<file path="src/rtl/uart_pkg.sv">
// rtl/uart_pkg.sv - shared types and constants for the UART transmit path
package uart_pkg;

    typedef enum logic [1:0] {
        IDLE  = 2'd0,
        START = 2'd1,
        DATA  = 2'd2,
        STOP  = 2'd3
    } tx_state_t;

    localparam int UART_DATA_BITS       = 8;
    localparam int CLKS_PER_BIT_DEFAULT = 87;

endpackage

</file>
<file path="src/rtl/sync_fifo.sv">
// rtl/sync_fifo.sv - single-clock FIFO with registered read data
module sync_fifo #(
    parameter int WIDTH = 8,
    parameter int DEPTH = 4
) (
    input  logic             i_clk,
    input  logic             i_rst,
    input  logic             i_push,
    input  logic [WIDTH-1:0] i_push_data,
    input  logic             i_pop,
    output logic [WIDTH-1:0] o_pop_data,
    output logic             o_full,
    output logic             o_empty
);

    localparam int AW = (DEPTH > 1) ? $clog2(DEPTH) : 1;

    logic [WIDTH-1:0] r_mem [DEPTH];
    logic [AW-1:0]    r_wr_ptr;
    logic [AW-1:0]    r_rd_ptr;
    logic [AW:0]      r_count;
    logic [WIDTH-1:0] r_pop_data;

    logic w_do_push;
    logic w_do_pop;

    assign o_full     = (r_count == (AW+1)'(DEPTH));
    assign o_empty    = (r_count == '0);
    assign o_pop_data = r_pop_data;

    // Full rejects a push even when a pop lands on the same edge.
    assign w_do_push = i_push && !o_full;
    assign w_do_pop  = i_pop && !o_empty;

    always_ff @(posedge i_clk) begin
        if (!i_rst && w_do_push) begin
            r_mem[r_wr_ptr] <= i_push_data;
        end
    end

    always_ff @(posedge i_clk) begin
        if (i_rst) begin
            r_wr_ptr   <= '0;
            r_rd_ptr   <= '0;
            r_count    <= '0;
            r_pop_data <= '0;
        end else begin
            if (w_do_push) begin
                r_wr_ptr <= r_wr_ptr + 1'b1;
            end
            if (w_do_pop) begin
                r_pop_data <= r_mem[r_rd_ptr];
                r_rd_ptr   <= r_rd_ptr + 1'b1;
            end
            case ({w_do_push, w_do_pop})
                2'b10:   r_count <= r_count + 1'b1;
                2'b01:   r_count <= r_count - 1'b1;
                default: r_count <= r_count;
            endcase
        end
    end

endmodule

</file>
<file path="src/rtl/uart_tx_fifo.sv">
// rtl/uart_tx_fifo.sv - buffered 8N1 UART transmitter with upstream backpressure
import uart_pkg::*;

module uart_tx_fifo #(
    parameter int CLKS_PER_BIT = CLKS_PER_BIT_DEFAULT,
    parameter int FIFO_DEPTH   = 4
) (
    input  logic       i_clk,
    input  logic       i_rst,
    input  logic [7:0] i_data_in,
    input  logic       i_data_valid,
    output logic       o_data_ready,
    output logic       o_tx,
    output logic       o_busy
);

    localparam int BW = (CLKS_PER_BIT > 1) ? $clog2(CLKS_PER_BIT) : 1;
    localparam int IW = $clog2(UART_DATA_BITS);
    localparam logic [BW-1:0] BAUD_LAST = BW'(CLKS_PER_BIT - 1);
    localparam logic [IW-1:0] BIT_LAST  = IW'(UART_DATA_BITS - 1);

    tx_state_t                 r_state;
    tx_state_t                 w_next_state;
    logic [BW-1:0]             r_baud;
    logic [IW-1:0]             r_bit_idx;
    logic [UART_DATA_BITS-1:0] r_shift;
    logic                      r_tx;

    logic                      w_baud_last;
    logic                      w_pop;
    logic                      w_tx_next;
    logic                      w_full;
    logic                      w_empty;
    logic [UART_DATA_BITS-1:0] w_pop_data;

    sync_fifo #(
        .WIDTH (UART_DATA_BITS),
        .DEPTH (FIFO_DEPTH)
    ) u_fifo (
        .i_clk       (i_clk),
        .i_rst       (i_rst),
        .i_push      (i_data_valid),
        .i_push_data (i_data_in),
        .i_pop       (w_pop),
        .o_pop_data  (w_pop_data),
        .o_full      (w_full),
        .o_empty     (w_empty)
    );

    assign w_baud_last  = (r_baud == BAUD_LAST);
    assign o_data_ready = !w_full;
    assign o_tx         = r_tx;
    assign o_busy       = (r_state != IDLE) || !w_empty;

    always_comb begin
        w_next_state = r_state;
        w_pop        = 1'b0;
        w_tx_next    = 1'b1;
        case (r_state)
            IDLE: begin
                if (!w_empty) begin
                    w_pop        = 1'b1;
                    w_next_state = START;
                end
            end
            START: begin
                w_tx_next = 1'b0;
                if (w_baud_last) begin
                    w_next_state = DATA;
                end
            end
            DATA: begin
                w_tx_next = r_shift[0];
                if (w_baud_last && (r_bit_idx == BIT_LAST)) begin
                    w_next_state = STOP;
                end
            end
            STOP: begin
                if (w_baud_last) begin
                    // Popping on the last stop cycle keeps frames contiguous.
                    if (!w_empty) begin
                        w_pop        = 1'b1;
                        w_next_state = START;
                    end else begin
                        w_next_state = IDLE;
                    end
                end
            end
            default: w_next_state = IDLE;
        endcase
    end

    always_ff @(posedge i_clk) begin
        if (i_rst) begin
            r_state <= IDLE;
        end else begin
            r_state <= w_next_state;
        end
    end

    // The FIFO read data is registered, so the shift register picks it up
    // when START hands over to DATA rather than on the pop edge itself.
    always_ff @(posedge i_clk) begin
        if (i_rst) begin
            r_baud    <= '0;
            r_bit_idx <= '0;
            r_shift   <= '0;
            r_tx      <= 1'b1;
        end else begin
            r_tx <= w_tx_next;

            if (r_state == IDLE || w_baud_last) begin
                r_baud <= '0;
            end else begin
                r_baud <= r_baud + 1'b1;
            end

            if (r_state == DATA) begin
                if (w_baud_last) begin
                    r_bit_idx <= r_bit_idx + 1'b1;
                end
            end else begin
                r_bit_idx <= '0;
            end

            if (r_state == START && w_baud_last) begin
                r_shift <= w_pop_data;
            end else if (r_state == DATA && w_baud_last) begin
                r_shift <= r_shift >> 1;
            end
        end
    end

endmodule

</file>
<file path="config.mk">
export PLATFORM = sky130hd
export DESIGN_NAME = uart_tx_fifo
export DESIGN_NICKNAME = d
export VERILOG_FILES = /design/src/rtl/uart_pkg.sv /design/src/rtl/sync_fifo.sv /design/src/rtl/uart_tx_fifo.sv
export SDC_FILE = /design/constraint.sdc
export NUM_CORES = 1
export LEC_CHECK = 0
export CAP_MARGIN = 20
export CORE_MARGIN = 3
export CORE_UTILIZATION = 64
export CTS_CLUSTER_SIZE = 24
export DETAILED_ROUTE_END_ITERATION = 7
export PLACE_DENSITY = 0.8
export SETUP_SLACK_MARGIN = 0.15
export SYNTH_ARGS = -nofsm -noshare
export SYNTH_HDL_FRONTEND = slang
export SYNTH_SLANG_ARGS = --single-unit
</file>
<file path="constraint.sdc">
create_clock -name i_clk -period 7.6 [get_ports i_clk]
set_input_delay 0.76 -clock i_clk [delete_from_list [all_inputs] [get_ports i_clk]]
set_output_delay 0.76 -clock i_clk [all_outputs]
set_load 0.03 [all_outputs]
</file>
Word-level counts from Yosys, hierarchy flattened. Memory sizes are Yosys's and may differ from the RTL's. A register that Yosys moved wholly into a read port is not among the register bits. Cells that the tools add are included.

$lt $le $gt $ge: 0. Multipliers: 0. Add/sub/neg operators: 6. Muxes and demuxes: 15. Shift-type cells: 0. Reductions and logical operators: 19. Eq/ne operators: 12. Bitwise logic cells: 1. Div/mod/pow operators: 0.

Operator list (number): two-way mux 8 bit (2); two-way mux 2 bit (4); inequality test 2 bit, second input constant (4); case mux 2 bit (4 select lines) (1); adder 7 x 1 -> 7 bit, second input constant (1); equality test 7 bit, second input constant (1); adder 3 x 1 -> 3 bit, second input constant (2); equality test 2 bit, second input constant (3); equality test 3 bit, second input constant (2); logical AND 1 bit (6); case mux 3 bit (2 select lines) (1); nonzero test 2 bit (3); two-way mux 1 bit (5); adder 2 x 1 -> 2 bit, second input constant (2); equality test 2 x 1 -> 1 bit, second input constant (2); case mux 1 bit (2 select lines) (2); AND reduction 4 bit (1); OR reduction 2 bit (2); zero test 1 bit (3); zero test 3 bit (1); subtractor 3 x 1 -> 3 bit, second input constant (1); zero test 2 bit (1); logical OR 1 bit (2); NOT 1 bit (1).

Bits in read-only memories: 0. Bits in writable memories: 32. Output and inout port bits: 3. Bits in registers: 28. Input bits: 11. Latch bits: 0. Memories: 1. Logic and storage cells: 62.

Memory list: u_fifo.r_mem (depth 4, width 8, read ports 1, clocked after Yosys merged registers in 1, write ports 1, RTL line sync_fifo.sv:18) `logic [WIDTH-1:0] r_mem [DEPTH];`.

Longest topological paths before layout.
Word-level depth: 7. Gate-level depth with buffers: 12. Mapped depth without buffers: 11.

Hierarchy. A second synthesis with hierarchy kept.

Cells, all modules: 250. Area total of the unflattened synthesis: 2961.6 um^2.

Modules (own cells, without submodules): sync_fifo (area each 1885.6 um^2, times used 1, cells each 128, seq. area each 1261.2 um^2); uart_tx_fifo (area each 1076.0 um^2, times used 1, cells each 122, seq. area each 420.4 um^2).

Worst setup path before layout. Ideal clock, no wire load.

Path type: reg2reg. From: register r_state[0]. To: register u_fifo.r_count[2]. Setup time: 0.070 ns. Period minus slack after synthesis: 2.530 ns. Cell stages (with the launch flop): 12. Path slack: 5.070 ns. Buffers on the path: 1. Arrival: 2.460 ns. Required time: 7.530 ns. Cell sequence: dfxtp_1 > inv_1 > ha_1 > or2_2 > clkbuf_1 > nor2_1 > ha_1 > inv_1 > fa_1 > xor2_1 > or3_1 > a21oi_1.

Word-level cells in the longest chain between the ends: 5. Elaborated cells between the ends (all ways): 8. Classes of those cells: 3 x eq/ne; 2 x mux; 3 x reduce/logical.

Ends and longest elaborated chain: start: declaration (RTL line uart_tx_fifo.sv:22) `tx_state_t r_state;`; start signal: assignment (RTL line uart_tx_fifo.sv:97) `r_state <= w_next_state;`; equality test 2 bit or zero test 2 bit (tied branches) (RTL line uart_tx_fifo.sv:59) `case (r_state)`; case mux 1 bit (2 select lines) * (RTL line uart_tx_fifo.sv:59); logical AND 1 bit * (RTL line sync_fifo.sv:33) `assign w_do_pop = i_pop && !o_empty;`; equality test 2 x 1 -> 1 bit or equality test 2 bit (tied branches) (RTL line sync_fifo.sv:55) `case ({w_do_push, w_do_pop})`; case mux 3 bit (2 select lines) or nonzero test 2 bit (tied branches); end signal: assignment (RTL line sync_fifo.sv:56) `2'b10: r_count <= r_count + 1'b1;`; end signal: assignment (RTL line sync_fifo.sv:57) `2'b01: r_count <= r_count - 1'b1;`; end signal: assignment (RTL line sync_fifo.sv:58) `default: r_count <= r_count;`; end: declaration (RTL line sync_fifo.sv:21) `logic [AW:0] r_count;`.

Mark *: on every way between the ends. The rest lies on a longest branch, timed or not. A chain may end at the register's enable or synchronous reset.

Final worst setup path.
From: register r_state[0]. To: output port o_busy.

Word-level cells in the longest chain between the ends: 2.

Ends and longest elaborated chain: nonzero test 2 bit (RTL line uart_tx_fifo.sv:53) `assign o_busy = (r_state != IDLE) || !w_empty;`; logical OR 1 bit (RTL line uart_tx_fifo.sv:53); end: declaration (RTL line uart_tx_fifo.sv:14) `output logic o_busy`.

No other way between the ends.

==> out/results.tsv <==
metric	value	unit
layout_commonest_cell	dfxtp_1	
r2r_setup_slack	4.96	ns
peakVddDrop	190	uV
io_pins	14	
vias_per_cell	5.77	
gp_congestion	0.767	
layout.nets	286	
clk_pin_slew	0.07	ns
crit_type	flop to output port	
cts_setup_buffers	0	
worstSetupStartpointType	flop	
drtPass1Iterations	4	
layout.cells.non_filler	317	
fmax	378	MHz
route.detailed.drc	0	
hold_buffers	0	
track_usage	21.5	%
diodes	0	
tns	0	ns
powerDensity	343	mW/mm^2
cp.arrival	1.89	ns
layout-drive-gt1-share	10.6	%
dp.cells	301	
dpl.hpwl	3280	um
synth_nets	273	
core	0.00438	sq mm
fin_util	75.3	%
rsz0062_at_grt	no	
ys_types	39	
grt_max_degree	31	
skew	0.00617	ns
ctsResizeCount	0	
syn_area	0.00294	sq mm
fp.dieW	73.8	um
wl_per_cell	15.7	um
root_buffer	clkbuf_8	
power	1.13	mW
clock_latency	0.34	ns
cts_made_buffers	9	
ys_ff_latch	68	
crit_start	r_state[0]	
synth_edf_count	32	
area_growth	12.3	%
synthArstFlopShare	0	%
power.leakage	1.12	nW
mostFrequentLayoutCells	dfxtp_1 (36), edfxtp_1 (32), nor2_1 (26)	
min-delay-start	r_shift[3]	
finalHoldViolCount	0	
final.min_clock_period	2.65	ns
die_height	73.8	um
netlist_instances	247	
critPathMaxFanout	6	
seq_area_frac_synth	57.2	%
slew_headroom	55.8	%
r2r-start	r_state[0]	
overflow	0	
io_buffers	13	
setup_viol	0	
antenna_found_initial	0	
dieArea	0.00544	sq mm
drtAntennaViolNets	0	
synth_area_per_cell	11.9	sq um
period_share	34.8	%
first_global_vias	1845	
grt_pass1_wl	8620	um
cp_data_required_time	6.84	ns
cap_violations	0	
vias	1828	
worst_pin_slew	0.660	ns
wl	4970	um
cts_tree	done	
ys_warn_count	0	
endpoint_kind	output port	
max-clock-path-buffers	2	
hp-class	flop to flop	
outcome	completed	
synth_top_flop_cell	dfxtp_1	
clkSinkCount	68	
initial_core_util	67.0	%
first_iter_violations	149	
rows	24	
cts_max_level	3	
slew_violations	0	
fin_hold_ws	0.469	ns
-- state kept, by name, summed over array words and instances, names as in the netlist --
register and flops:
u_fifo.r_wr_ptr 2, r_bit_idx 3, u_fifo.r_mem 32, u_fifo.r_count 3, o_tx 1, r_state 2
r_shift 8, u_fifo.r_rd_ptr 2, u_fifo.o_pop_data 8, r_baud 7
-- layout make-up --
class | count | area (sq um)
Timing Repair Buffer | 14 | 138
Clock buffer | 11 | 131
Clock inverter | 5 | 77.6
Fill cell | 296 | 1080
Sequential cell | 68 | 1680
Tap cell | 52 | 65.1
Multi-Input combinational cell | 149 | 1140
Inverter | 18 | 67.6
-- metrics by stage --
| stage | worst slack [ns] | instance area (sq um) |
|---|---|---|
| 2_1_floorplan | 5.07 | 2940 |
| 3_3_place_gp | 5.03 | 3090 |
| 3_5_place_dp | 4.97 | 3090 |
| 4_1_cts | 4.95 | 3300 |
| 5_1_grt | 4.75 | 3300 |
| 6_report | 4.95 | 3300 |
-- critical path: stages (launching register included) --
cell and delay [ns]:
dfxtp_1 0.37, inv_1 0.12, ha_1 0.29, nand2_1 0.10, clkdlybuf4s50_1 0.66
-- kinds of logic (layout without fill, tap and decap cells) --
logic type                 Yosys count  in the layout  share of synthesized area, %
xor gates and xnor gates             8              8                          2.38
muxes                               12             12                          7.49
buffers and inverters               30             48                          3.96
adders and majority gates           15             15                          6.64
and+or+nand+nor                     65             65                          11.3
AOI/OAI and AO/OA                   49             49                          11.0
DFF                                 68             68                          57.2
-- cells in the mapped netlist (5+ instances only) --
library cell / instances / area share [%]
ha_1: 14 / 6.0
a221oi_1: 7 / 2.1
a21oi_1: 15 / 2.6
nand2b_1: 5 / 1.1
o21ai_0: 11 / 1.9
dfxtp_1: 36 / 25
and2_1: 6 / 1.3
o2bb2ai_1: 6 / 1.8
mux4_2: 8 / 6.1
edfxtp_1: 32 / 33
nand3_1: 13 / 2.2
nor2_1: 26 / 3.3
clkbuf_1: 8 / 1.0
nand2_1: 5 / 0.64
inv_1: 18 / 2.3
-- final timing paths --
check	end	cells past startpoint
max	o_busy	4
min	r_shift[3]	2
max reg2reg	u_fifo.r_count[2]	10
min reg2reg	r_shift[3]	2
-- routing by layer --
metal | wire length, um | track usage [%]
met4 | 88 | 8.85
met5 | 0 | 0
met2 | 2380 | 33.2
met1 | 2310 | 27.8
met3 | 192 | 7.39
-- power breakdown --
| part | switching (mW) | internal [mW] |
|---|---|---|
| Combinational | 0.198 | 0.145 |
| Sequential | 0.0440 | 0.432 |
| Clock | 0.131 | 0.184 |
Note: power is estimated with default switching activity, not from simulation.
